`src/rtl/softmax_arbiter_if.sv`:
```
// softmax_arbiter_if: requester-side and engine-side signals of
// the shared softmax engine arbiter.
interface softmax_arbiter_if #(
    parameter int NUM_REQ    = 4,
    parameter int VEC_SIZE   = 4,
    parameter int DATA_WIDTH = 16,
    parameter int ID_W       = (NUM_REQ > 2) ? $clog2(NUM_REQ) : 1
);
    logic [NUM_REQ-1:0]                               req;
    logic [NUM_REQ-1:0][VEC_SIZE-1:0][DATA_WIDTH-1:0] req_vec;
    logic [NUM_REQ-1:0]                               grant;
    logic                                             busy;
    logic                                             sm_enable;
    logic [VEC_SIZE-1:0][DATA_WIDTH-1:0]              sm_vec_in;
    logic                                             sm_data_valid;
    logic [VEC_SIZE-1:0][DATA_WIDTH-1:0]              sm_vec_out;
    logic                                             resp_done;
    logic                                             resp_err;
    logic [ID_W-1:0]                                  resp_id;
    logic [VEC_SIZE-1:0][DATA_WIDTH-1:0]              resp_vec;

    modport slave (
        input  req, req_vec, sm_data_valid, sm_vec_out,
        output grant, busy, sm_enable, sm_vec_in,
        output resp_done, resp_err, resp_id, resp_vec
    );

    modport master (
        output req, req_vec, sm_data_valid, sm_vec_out,
        input  grant, busy, sm_enable, sm_vec_in,
        input  resp_done, resp_err, resp_id, resp_vec
    );
endinterface

```
`src/rtl/softmax_arbiter.sv`:
```
// softmax_arbiter: round-robin sharing of one softmax engine among
// NUM_REQ requesters, with a RUN timeout and an enable-low re-arm gap.
module softmax_arbiter #(
    parameter int NUM_REQ    = 4,
    parameter int VEC_SIZE   = 4,
    parameter int DATA_WIDTH = 16,
    parameter int FIXED_PNT  = 8,
    parameter int TIMEOUT    = 31,
    parameter int GAP_CYCLES = 1
) (
    input logic              clk,
    input logic              rst_n,
    softmax_arbiter_if.slave bus
);
    localparam int ID_W = (NUM_REQ > 2) ? $clog2(NUM_REQ) : 1;
    localparam int TW   = $clog2(TIMEOUT + 1);
    localparam int GW   = (GAP_CYCLES > 1) ? $clog2(GAP_CYCLES) : 1;

    typedef enum logic [1:0] {IDLE, RUN, DRAIN, GAP} state_t;
    typedef logic [VEC_SIZE-1:0][DATA_WIDTH-1:0] vec_t;

    if (NUM_REQ < 2 || GAP_CYCLES < 1 || TIMEOUT < 1 ||
        FIXED_PNT >= DATA_WIDTH) begin : g_param_chk
        $error("softmax_arbiter: illegal parameter set");
    end

    state_t             state_q, state_d;
    logic [ID_W-1:0]    rr_q, rr_d;
    logic [ID_W-1:0]    id_q, id_d;
    logic [TW-1:0]      tcnt_q, tcnt_d;
    logic [GW-1:0]      gcnt_q, gcnt_d;
    logic [NUM_REQ-1:0] grant_q, grant_d;
    logic               busy_q, busy_d;
    logic               en_q, en_d;
    vec_t               vin_q, vin_d;
    logic               done_q, done_d;
    logic               err_q, err_d;
    logic [ID_W-1:0]    rid_q, rid_d;
    vec_t               rvec_q, rvec_d;

    logic               pick_ok;
    logic [ID_W-1:0]    pick_id;
    logic [TW-1:0]      tinc;

    // First requester at or after rr_q, wrapping around.
    always_comb begin
        int unsigned     j;
        logic [ID_W-1:0] idx;
        pick_ok = 1'b0;
        pick_id = '0;
        for (int i = 0; i < NUM_REQ; i++) begin
            j = int'(rr_q) + i;
            if (j >= NUM_REQ) j = j - NUM_REQ;
            idx = ID_W'(j);
            if (!pick_ok && bus.req[idx]) begin
                pick_ok = 1'b1;
                pick_id = idx;
            end
        end
    end

    assign tinc = (tcnt_q == TW'(TIMEOUT)) ? tcnt_q : tcnt_q + 1'b1;

    always_comb begin
        state_d = state_q;
        rr_d    = rr_q;
        id_d    = id_q;
        tcnt_d  = tcnt_q;
        gcnt_d  = gcnt_q;
        grant_d = '0;
        busy_d  = busy_q;
        en_d    = en_q;
        vin_d   = vin_q;
        done_d  = 1'b0;
        err_d   = 1'b0;
        rid_d   = rid_q;
        rvec_d  = rvec_q;
        unique case (state_q)
            IDLE: begin
                if (pick_ok) begin
                    state_d = RUN;
                    id_d    = pick_id;
                    grant_d = NUM_REQ'(1) << pick_id;
                    vin_d   = bus.req_vec[pick_id];
                    busy_d  = 1'b1;
                    en_d    = 1'b1;
                    tcnt_d  = '0;
                    rr_d    = (pick_id == ID_W'(NUM_REQ - 1)) ?
                              '0 : pick_id + 1'b1;
                end
            end
            RUN: begin
                tcnt_d = tinc;
                if (bus.sm_data_valid) begin
                    state_d = DRAIN;
                    en_d    = 1'b0;
                end else if (tinc == TW'(TIMEOUT)) begin
                    state_d = GAP;
                    en_d    = 1'b0;
                    err_d   = 1'b1;
                    rid_d   = id_q;
                    gcnt_d  = '0;
                end
            end
            DRAIN: begin
                // Engine result is valid the cycle after its valid pulse.
                rvec_d  = bus.sm_vec_out;
                done_d  = 1'b1;
                rid_d   = id_q;
                state_d = GAP;
                gcnt_d  = '0;
            end
            GAP: begin
                if (gcnt_q == GW'(GAP_CYCLES - 1)) begin
                    state_d = IDLE;
                    busy_d  = 1'b0;
                    gcnt_d  = '0;
                end else begin
                    gcnt_d = gcnt_q + 1'b1;
                end
            end
        endcase
    end

    always_ff @(posedge clk) begin
        if (!rst_n) begin
            state_q <= IDLE;
            rr_q    <= '0;
            id_q    <= '0;
            tcnt_q  <= '0;
            gcnt_q  <= '0;
            grant_q <= '0;
            busy_q  <= 1'b0;
            en_q    <= 1'b0;
            vin_q   <= '0;
            done_q  <= 1'b0;
            err_q   <= 1'b0;
            rid_q   <= '0;
            rvec_q  <= '0;
        end else begin
            state_q <= state_d;
            rr_q    <= rr_d;
            id_q    <= id_d;
            tcnt_q  <= tcnt_d;
            gcnt_q  <= gcnt_d;
            grant_q <= grant_d;
            busy_q  <= busy_d;
            en_q    <= en_d;
            vin_q   <= vin_d;
            done_q  <= done_d;
            err_q   <= err_d;
            rid_q   <= rid_d;
            rvec_q  <= rvec_d;
        end
    end

    assign bus.grant     = grant_q;
    assign bus.busy      = busy_q;
    assign bus.sm_enable = en_q;
    assign bus.sm_vec_in = vin_q;
    assign bus.resp_done = done_q;
    assign bus.resp_err  = err_q;
    assign bus.resp_id   = rid_q;
    assign bus.resp_vec  = rvec_q;
endmodule

```
`src/flat_wrapper.sv`:
```
// flat-port wrapper written by rule: the top's interface ports become plain ports
module softmax_arbiter_flat 
#(
    parameter int NUM_REQ    = 4,
    parameter int VEC_SIZE   = 4,
    parameter int DATA_WIDTH = 16,
    parameter int FIXED_PNT  = 8,
    parameter int TIMEOUT    = 31,
    parameter int GAP_CYCLES = 1
)
  (clk, rst_n, bus_req, bus_req_vec, bus_sm_data_valid, bus_sm_vec_out, bus_grant, bus_busy, bus_sm_enable, bus_sm_vec_in, bus_resp_done, bus_resp_err, bus_resp_id, bus_resp_vec);
  softmax_arbiter_if #(.NUM_REQ(NUM_REQ), .VEC_SIZE(VEC_SIZE), .DATA_WIDTH(DATA_WIDTH)) bus_i ();
  input logic clk;
  input logic rst_n;
  input wire logic [$bits(bus_i.req)-1:0] bus_req;
  input wire logic [$bits(bus_i.req_vec)-1:0] bus_req_vec;
  input wire logic [$bits(bus_i.sm_data_valid)-1:0] bus_sm_data_valid;
  input wire logic [$bits(bus_i.sm_vec_out)-1:0] bus_sm_vec_out;
  output wire logic [$bits(bus_i.grant)-1:0] bus_grant;
  output wire logic [$bits(bus_i.busy)-1:0] bus_busy;
  output wire logic [$bits(bus_i.sm_enable)-1:0] bus_sm_enable;
  output wire logic [$bits(bus_i.sm_vec_in)-1:0] bus_sm_vec_in;
  output wire logic [$bits(bus_i.resp_done)-1:0] bus_resp_done;
  output wire logic [$bits(bus_i.resp_err)-1:0] bus_resp_err;
  output wire logic [$bits(bus_i.resp_id)-1:0] bus_resp_id;
  output wire logic [$bits(bus_i.resp_vec)-1:0] bus_resp_vec;
  assign bus_i.req = bus_req;
  assign bus_i.req_vec = bus_req_vec;
  assign bus_i.sm_data_valid = bus_sm_data_valid;
  assign bus_i.sm_vec_out = bus_sm_vec_out;
  assign bus_grant = bus_i.grant;
  assign bus_busy = bus_i.busy;
  assign bus_sm_enable = bus_i.sm_enable;
  assign bus_sm_vec_in = bus_i.sm_vec_in;
  assign bus_resp_done = bus_i.resp_done;
  assign bus_resp_err = bus_i.resp_err;
  assign bus_resp_id = bus_i.resp_id;
  assign bus_resp_vec = bus_i.resp_vec;
  softmax_arbiter #(.NUM_REQ(NUM_REQ), .VEC_SIZE(VEC_SIZE), .DATA_WIDTH(DATA_WIDTH), .FIXED_PNT(FIXED_PNT), .TIMEOUT(TIMEOUT), .GAP_CYCLES(GAP_CYCLES)) u_core (.clk(clk), .rst_n(rst_n), .bus(bus_i));
endmodule
```
`config.mk`:
```
export PLATFORM = sky130hd
export DESIGN_NAME = softmax_arbiter_flat
export DESIGN_NICKNAME = d
export VERILOG_FILES = /design/src/rtl/softmax_arbiter_if.sv /design/src/rtl/softmax_arbiter.sv /design/src/flat_wrapper.sv
export SDC_FILE = /design/constraint.sdc
export NUM_CORES = 1
export LEC_CHECK = 0
export CORE_AREA = 2 2 179 181
export DETAILED_ROUTE_END_ITERATION = 12
export DIE_AREA = 0 0 181 183
export SYNTH_ARGS = -nofsm -noshare
export SYNTH_HDL_FRONTEND = slang
export SYNTH_SLANG_ARGS = --single-unit
```
`constraint.sdc`:
```
create_clock -name clk -period 2.4 [get_ports clk]
set_input_delay 0.48 -clock clk [delete_from_list [all_inputs] [get_ports clk]]
set_output_delay 0.48 -clock clk [all_outputs]
set_load 0.05 [all_outputs]
```
# ---- After elaboration in Yosys (flattened, before gate mapping)
# Cells that the tools add are included.
dict set report word_totals {
  in_bits 327
  out_inout_bits 138
  register_bits 150
}
dict set report classes {
  order_cmp 9
  shifts 1
  add_sub_neg 10
  n_reduce_logical 20
  n_eq_ne 11
  bitwise 2
  mux 45
}
# operator count
set ops {}
lappend ops {{binary-select mux 64 bit (select 2 bit)} 1}
lappend ops {{2-to-1 mux 64 bit} 1}
lappend ops {{2-to-1 mux 2 bit} 15}
lappend ops {{AND reduction 3 bit} 6}
lappend ops {{2-to-1 mux 1 bit} 16}
lappend ops {{less-than comparator 2 x 3 -> 1 bit (second input constant)} 5}
lappend ops {{equality test 5 bit (second input constant)} 2}
lappend ops {{2-to-1 mux 5 bit} 2}
lappend ops {{case mux 5 bit (2 select lines)} 1}
lappend ops {{greater-or-equal comparator 3 bit (second input constant)} 3}
lappend ops {{binary-select mux 1 bit (select 2 bit)} 4}
lappend ops {{case mux 2 bit (4 select lines)} 1}
lappend ops {{subtractor 2 x 1 -> 2 bit (second input constant)} 4}
lappend ops {{adder 2 x 2 -> 3 bit (second input constant)} 2}
lappend ops {{equality test 2 bit (second input constant)} 3}
lappend ops {{nonzero test 2 bit} 3}
lappend ops {{adder 5 x 1 -> 5 bit (second input constant)} 1}
lappend ops {{inequality test 2 x 1 -> 1 bit (second input constant)} 2}
lappend ops {{inequality test 2 bit (second input constant)} 2}
lappend ops {{case mux 1 bit (2 select lines)} 2}
lappend ops {{case mux 2 bit (2 select lines)} 1}
lappend ops {{AND reduction 2 bit} 2}
lappend ops {{left shift 1 x 2 -> 4 bit (first input constant)} 1}
lappend ops {{adder 2 x 1 -> 3 bit (second input constant)} 1}
lappend ops {{12 further kinds} 17}

# ---- Logic depth before layout (Yosys ltp)
# Gate-level depths: netlist of run 1.
dict set report depth {
  word_depth 16
  depth_mapped 9
}

# ---- Worst setup path before layout of run 1
# Ideal clock, no wire load.
dict set report synth_path {
  kind {input -> register}
  startpoint {in bus_req[0]}
  endpoint {reg u_core.vin_q, in the netlist u_core.bus.sm_vec_in[16]}
  slack_ns 0.435
  arrival_ns 1.836
  n_path_buf 2
  stages 7
  path_cell_list {nor2b_4 > or4_4 > nand2_4 > buf_12 > buf_12 > mux2i_1 > o221ai_2}
}
dict set report synth_via {
  elab_chain_cells 14
}
# item line
set synth_rtl {}
lappend synth_rtl {{start: declaration} flat_wrapper.sv:15} ;# input wire logic [$bits(bus_i.req)-1:0] bus_req;
lappend synth_rtl {{binary-select mux 1 bit (select 2 bit)} softmax_arbiter.sv:55} ;# if (!pick_ok && bus.req[idx]) begin
lappend synth_rtl {{2-to-1 mux 1 bit (not written as such)} softmax_arbiter.sv:55}
lappend synth_rtl {{2-to-1 mux 1 bit} softmax_arbiter.sv:55}
lappend synth_rtl {{zero test 1 bit} softmax_arbiter.sv:55}
lappend synth_rtl {{logical AND 1 bit} softmax_arbiter.sv:55}
lappend synth_rtl {{2-to-1 mux 1 bit} softmax_arbiter.sv:55}
lappend synth_rtl {{zero test 1 bit} softmax_arbiter.sv:55}
lappend synth_rtl {{logical AND 1 bit} softmax_arbiter.sv:55}
lappend synth_rtl {{2-to-1 mux 1 bit} softmax_arbiter.sv:55}
lappend synth_rtl {{zero test 1 bit} softmax_arbiter.sv:55}
lappend synth_rtl {{logical AND 1 bit} softmax_arbiter.sv:55}
lappend synth_rtl {{2-to-1 mux 2 bit} softmax_arbiter.sv:55}
lappend synth_rtl {{binary-select mux 64 bit (select 2 bit)} softmax_arbiter.sv:84} ;# vin_d = bus.req_vec[pick_id];
lappend synth_rtl {{2-to-1 mux 64 bit (not written as such)} softmax_arbiter.sv:84}
lappend synth_rtl {{end signal: assignment} softmax_arbiter.sv:149} ;# vin_q <= vin_d;
lappend synth_rtl {{end: declaration} softmax_arbiter.sv:35} ;# vec_t vin_q, vin_d;
# Several ways; a longest one is shown, not always the timed one. The select of a mux whose other input is x is not followed.
# A chain may end at the register's enable or synchronous reset.

# ---- Final worst setup path of run 1
dict set report layout_path {
  startpoint {in bus_req[1]}
  endpoint {reg u_core.vin_q, in the netlist u_core.bus.sm_vec_in[47]}
}
# The elaborated chain is that of the path after synthesis.

==> metrics.txt, run 1 <==
Mapped Area=7750 sq um; Synth async-reset ratio=0; Mean Syn Cell Area=11.1 sq um; GR Util All Layers=0.172; cts hold-fix bufs=0; FMAX=453 MHz; sequential fraction of the synthesis area=0.385; Synth Area in Simple Gates=0.115; die height=183 um; Chip Width=181 um; Post-CTS Setup Bufs=0; Sequential Power Share=0.238; share of cells above drive strength 1=0.126; first-pass GRT wire length=44000 um; mux share of post-synthesis cell area=0.249; Clk pwr share=0.167; dpl ws=-0.300 ns; Tmin final=2.21 ns; Tcrit/Tclk final=0.920; crit path DAT=2.53 ns; Synth Area in Compound Gates=0.153; via/cell ratio=4.57; Hold Violations, Final=0; CTS tree=built; CP endpoint kind=flip-flop; routed wire length=29100 um; Initial Util=0.248; count of state elements after synthesis=149; worst setup margin=0.193 ns; worst-path fanout max=26; clock transition at the registers of the reported paths=0.07 ns; endpoints failing setup=0; Core Rows=65; Clk Latency, worst-skew pair=0.43 ns; Synth Area in Adders=0.0113; power per cell area=1210 nW/um^2; post-synthesis xor/xnor area fraction=0.00113; RSZ-0062 raised after global routing=false; Longest Clk Path Bufs=2; Sw Ratio=0.464; core area=31200 sq um; wire per inst=18.5 um; Slew @ Worst Pin=0.840 ns; max-slew violation count=0; EDFF count, synth=0; Synth Warn #=0; die area=33100 sq um; Post-route DRC=0; Worst IR Drop VDD=520 uV; initial DRC count=292; DR pass1 iterations=4; Tot Pwr=16.1 mW; largest net degree at the start of global routing=79; critical path class=in -> reg; Inserted Clock Buffers=17; Psw=7.45 mW; ys flop type=dfxtp_1; status=finished, final reports clean; CP startpoint kind=input port; Mapped Cells=701; syn nets=1035; Hold Path Class=reg -> reg; routability cong.=0.765; clock skew=0.00867 ns; clk sinks=149; initial antenna violation count=0; clock root buffer master=clkbuf_16; ANT cells=0; Worst EP required=2.72 ns; largest family of logic cells by synthesized area=multiplexers; P_int=8.61 mW; # IOs=465; # nets final=1493; Pleak=4.82 nW; number of port buffers=464; Antenna Violating Nets Remaining=0; Relative slew margins=0.440; maxcap violations=0; grt total ovfl=0; CTS resizes=0; DP HPWL=21600 um; P&R area growth vs syn=71.2%; FILL cells=3009; vias in the first global route=7571; final core occ=0.425; Vias=7189; Comb power frac=0.595; Unique masters post-synth=56; H-tree depth=4
[synthesized netlist by cell type, types with 2 or more instances]
| library cell | number | area share |
|---|---|---|
| buf_12 | 13 | 0.034 |
| o21ai_0 | 7 | 0.0045 |
| nand3b_1 | 2 | 0.0019 |
| nor2b_1 | 3 | 0.0024 |
| nor3_1 | 4 | 0.0026 |
| buf_6 | 2 | 0.0029 |
| clkbuf_8 | 10 | 0.018 |
| buf_1 | 8 | 0.0039 |
| clkbuf_1 | 14 | 0.0068 |
| a211oi_1 | 2 | 0.0019 |
| nor2_1 | 76 | 0.037 |
| dfxtp_1 | 149 | 0.38 |
| o221ai_2 | 63 | 0.12 |
| buf_2 | 4 | 0.0026 |
| a21boi_0 | 2 | 0.0019 |
| buf_8 | 2 | 0.0039 |
| a22oi_1 | 2 | 0.0019 |
| nand2b_1 | 3 | 0.0024 |
| nand3_1 | 67 | 0.043 |
| and2_1 | 3 | 0.0024 |
| bufbuf_8 | 3 | 0.0073 |
| inv_1 | 5 | 0.0024 |
| mux2i_1 | 193 | 0.25 |
| ha_1 | 7 | 0.011 |
| a21oi_1 | 13 | 0.0084 |
| nand2_1 | 10 | 0.0048 |
| nand4_1 | 2 | 0.0016 |
| buf_4 | 4 | 0.0039 |
[worst max-delay path, stage by stage]
cell	delay [ns]
clkdlybuf4s50_1	0.56
nor2b_2	0.07
or4_4	0.53
nand2_8	0.20
buf_12	0.25
mux2i_1	0.30
o221ai_2	0.12
[state kept, by name (all words and copies together) (netlist names)]
register,flops
u_core.rr_q,2
u_core.bus.busy,1
u_core.bus.resp_id,2
u_core.bus.grant,4
u_core.bus.resp_done,1
u_core.bus.sm_enable,1
u_core.bus.resp_vec,64
u_core.tcnt_q,5
u_core.state_q,2
u_core.bus.resp_err,1
u_core.id_q,2
u_core.bus.sm_vec_in,64
[final timing paths]
kind / startpoint / end / slack [ns] / depth (start not counted)
worst max-delay path: bus_req[1] / u_core.bus.sm_vec_in[47] / 0.19 / 7
worst min-delay path: u_core.id_q[0] / u_core.id_q[0] / 0.46 / 2
worst max register to register: u_core.rr_q[0] / u_core.bus.sm_vec_in[47] / 0.35 / 6
worst min register to register: u_core.id_q[0] / u_core.id_q[0] / 0.46 / 2
[power by group through the flow]
stage / Clock (mW) / Combinational, mW / Sequential, mW
2_1_floorplan: 0 / 4.03 / 6.57
3_3_place_gp: 0 / 9.64 / 3.84
3_5_place_dp: 0 / 9.67 / 3.86
4_1_cts: 2.77 / 9.70 / 3.82
5_1_grt: 2.87 / 10.1 / 3.94
6_report: 2.68 / 9.56 / 3.82
[layout by cell type, fill, tap and decap left out, drive strengths merged, types with 3 or more instances in the layout]
| cell | netlist | final |
|---|---|---|
| clkdlybuf4s50 | 0 | 461 |
| mux2i | 193 | 193 |
| dfxtp | 149 | 149 |
| nor2 | 77 | 77 |
| nand3 | 67 | 67 |
| o221ai | 63 | 63 |
| buf | 33 | 39 |
| clkbuf | 25 | 19 |
| a21oi | 13 | 13 |
| nand2 | 12 | 12 |
| inv | 5 | 10 |
| o21ai | 8 | 8 |
| ha | 7 | 7 |
| nor2b | 5 | 5 |
| nor3 | 4 | 4 |
| clkinvlp | 0 | 4 |
| and2 | 4 | 4 |
| nand2b | 4 | 4 |
| clkinv | 1 | 3 |
[per-layer routing]
layer | vias up | share of wire | global-route usage
met1 | 3366 | 0.40 | 0.191
met4 | 0 | 0.0082 | 0.0358
li1 | 3533 | - | -
met2 | 279 | 0.49 | 0.303
met5 | - | 0 | 0
met3 | 11 | 0.099 | 0.0780
[stage by stage]
stage | hold slack (ns) | setup TNS (ns) | cell area (sq um) | cells
finish | 0.463 | 0 | 13300 | 1573
global route | 0.490 | 0 | 13300 | 1573
CTS | 0.468 | 0 | 13300 | 1573
detailed placement | 0.453 | -14.06 | 12700 | 1542
global placement | 0.452 | -12.26 | 12700 | 1542
floorplan | 0.436 | 0 | 7750 | 701
[layout make-up]
type,count,area [sq um],area share
timing repair buffer,500,5050,0.381
multi-input combinational,485,4140,0.312
sequential,149,2980,0.225
tap,402,503,0.0379
clock buffer,19,453,0.0341
clock inverter,12,120,0.00905
inverter,6,22.5,0.00170
[logic make-up after synthesis]
kind of cell,after synthesis
adders and majority gates,7
buffers and inverters,67
and+or+nand+nor,184
muxes,193
AOI/OAI and AO/OA,100
DFF,149
xor gates and xnor gates,1
(Power assumes the default switching activity.)
==> inputs of run 2 (changes only) <==
Settings changed: CTS_CLUSTER_SIZE set to 8, SLEW_MARGIN set to 20.
==> results of run 2 <==
Same layout as run 1: the final DEF is identical, and so are final timing and power.
==> inputs of run 3 (changes only) <==
Settings changed: HOLD_SLACK_MARGIN set to 0.02.
Clock period 2.4 ns to 2.45 ns, I/O delays scaled along.
==> run 3 against run 2 <==
Effect of this change: combinational power fell by 2.1%; flip-flop and latch count did not move; via count rose by 0.49%; critical endpoint unchanged.
==> metrics.txt, run 3 (synthesis results as in run 1) <==
largest net degree at the start of global routing=79; CTS resizes=0; H-tree depth=4; FILL cells=3033; GR Util All Layers=0.169; hold path depth=2; max incr delay on CP=0.53 ns; # nets final=1493; critical path class=in -> reg; final std cells w/o fill=1573; die area=33100 sq um; RSZ-0062 raised after global routing=false; clock transition at the registers of the reported paths=0.07 ns; placed insts=1542; Tmin final=2.28 ns; Tot Pwr=16.0 mW; Longest Clk Path Bufs=2; status=finished, final reports clean; Antenna Violating Nets Remaining=0; critical path depth=7; CP endpoint kind=flip-flop; cts hold-fix bufs=0; FF-to-FF setup slack=0.34 ns; initial DRC count=303; Hold Violations, Final=0; most frequent cells in the layout=clkdlybuf4s50_1 (461), mux2i_1 (193), dfxtp_1 (149); Inserted Clock Buffers=17; Buf/Inv on CP=2; final core occ=0.427; P&R area growth vs syn=72.0%; Hold Path Class=reg -> reg; Worst IR Drop VDD=489 uV; endpoints failing setup=0; DP HPWL=21700 um; via/cell ratio=4.59; number of port buffers=464; Worst EP required=2.75 ns; Slowest-stage cell, CP=or4_4; Initial Util=0.248; vias in the first global route=7525; core area=31200 sq um; max-slew violation count=0; first-pass GRT wire length=43600 um; Core Rows=65; clock root buffer master=clkbuf_16; worst-path fanout max=26; initial antenna violation count=0; die height=183 um; clk sinks=149; power per cell area=1200 nW/um^2; crit path DAT=2.58 ns; R2R Path Start=u_core.rr_q[0]; Post-route DRC=0; routed wire length=29100 um; Chip Width=181 um; Clk Latency, worst-skew pair=0.42 ns; critical path's top delay family=simple AND/OR/NAND/NOR gates; Relative slew margins=0.432; share of cells above drive strength 1=0.126; R2R cell count=6; Vias=7224; Post-CTS Setup Bufs=0; maxcap violations=0; RR Endpoint=u_core.bus.sm_vec_in[47]; most common cell after layout, fill and taps aside=clkdlybuf4s50_1; end of the critical path=u_core.bus.sm_vec_in[47]; CP startpoint kind=input port; wire per inst=18.5 um; DR pass1 iterations=6; routability cong.=0.765; clock skew=0.00787 ns; FMAX=439 MHz; Slew @ Worst Pin=0.852 ns; dpl cell area=12700 sq um; CTS tree=built; # IOs=465; grt total ovfl=0; ANT cells=0; Pleak=4.86 nW; post-route cell area=13300 sq um; CP Cell Sequence=clkdlybuf4s50_1, nor2b_2, or4_4, nand2_8, buf_12, mux2i_1, o221ai_2; Critical Path Start=bus_req[2]; Tcrit/Tclk final=0.929; final hold slack=0.461 ns
-- run 3: cell count changes in the layout (fill, tap and decap cells not counted) --
| cell | previous run | this run |
|---|---|---|
| clkbuf_8 | 2 | 1 |
| clkinvlp_4 | 4 | 1 |
| bufinv_16 | 1 | 4 |
| clkinv_4 | 2 | 3 |
-- run 3: per-layer routing --
metal / global-route usage / wire length (um) / vias up
li1: - / - / 3523
met1: 0.196 / 11900 / 3404
met2: 0.301 / 14400 / 281
met3: 0.0604 / 2460 / 16
met4: 0.0358 / 260 / 0
met5: 0 / 0 / -
-- run 3: stage by stage --
stage | TNS, ns | setup WS [ns]
2_1_floorplan | 0 | 0.475
3_3_place_gp | -9.53 | -0.236
3_5_place_dp | -11.33 | -0.265
4_1_cts | 0 | 0.201
5_1_grt | 0 | 0.155
6_report | 0 | 0.174
-- run 3: cell type report --
cell class,instances,area [sq um],share of cell area
Clock inverter,13,196,0.0147
Timing Repair Buffer,500,5050,0.379
Inverter,6,22.5,0.00169
Tap cell,402,503,0.0377
Sequential cell,149,2980,0.224
Multi-Input combinational cell,485,4140,0.310
Clock buffer,18,439,0.0329
-- run 3: how the worst min path moves through the flow --
stage                     end  slack (ns)           start
3_5_place_dp   u_core.id_q[1]        0.46  u_core.id_q[1]
4_1_cts        u_core.id_q[1]        0.47  u_core.id_q[1]
2_1_floorplan  u_core.id_q[0]        0.44  u_core.id_q[0]
5_1_grt        u_core.id_q[0]        0.49  u_core.id_q[0]
3_3_place_gp   u_core.id_q[1]        0.45  u_core.id_q[1]
6_report       u_core.id_q[1]        0.46  u_core.id_q[1]
-- run 3: where the power goes --
part / switching (mW) / internal, mW / leakage [nW] / total (mW)
Sequential: 0.478 / 3.27 / 1.22 / 3.75
Clock: 1.18 / 1.75 / 0.309 / 2.93
Combinational: 5.67 / 3.70 / 3.33 / 9.36
Total: 7.32 / 8.72 / 4.86 / 16.0
-- run 3: worst reg2reg max path, cell delays in order, from the launching register on --
cell and delay [ns]:
dfxtp_1 0.43, and2b_2 0.26, a211o_2 0.36, nand2_8 0.21
buf_12 0.26, mux2i_1 0.33, o221ai_2 0.14
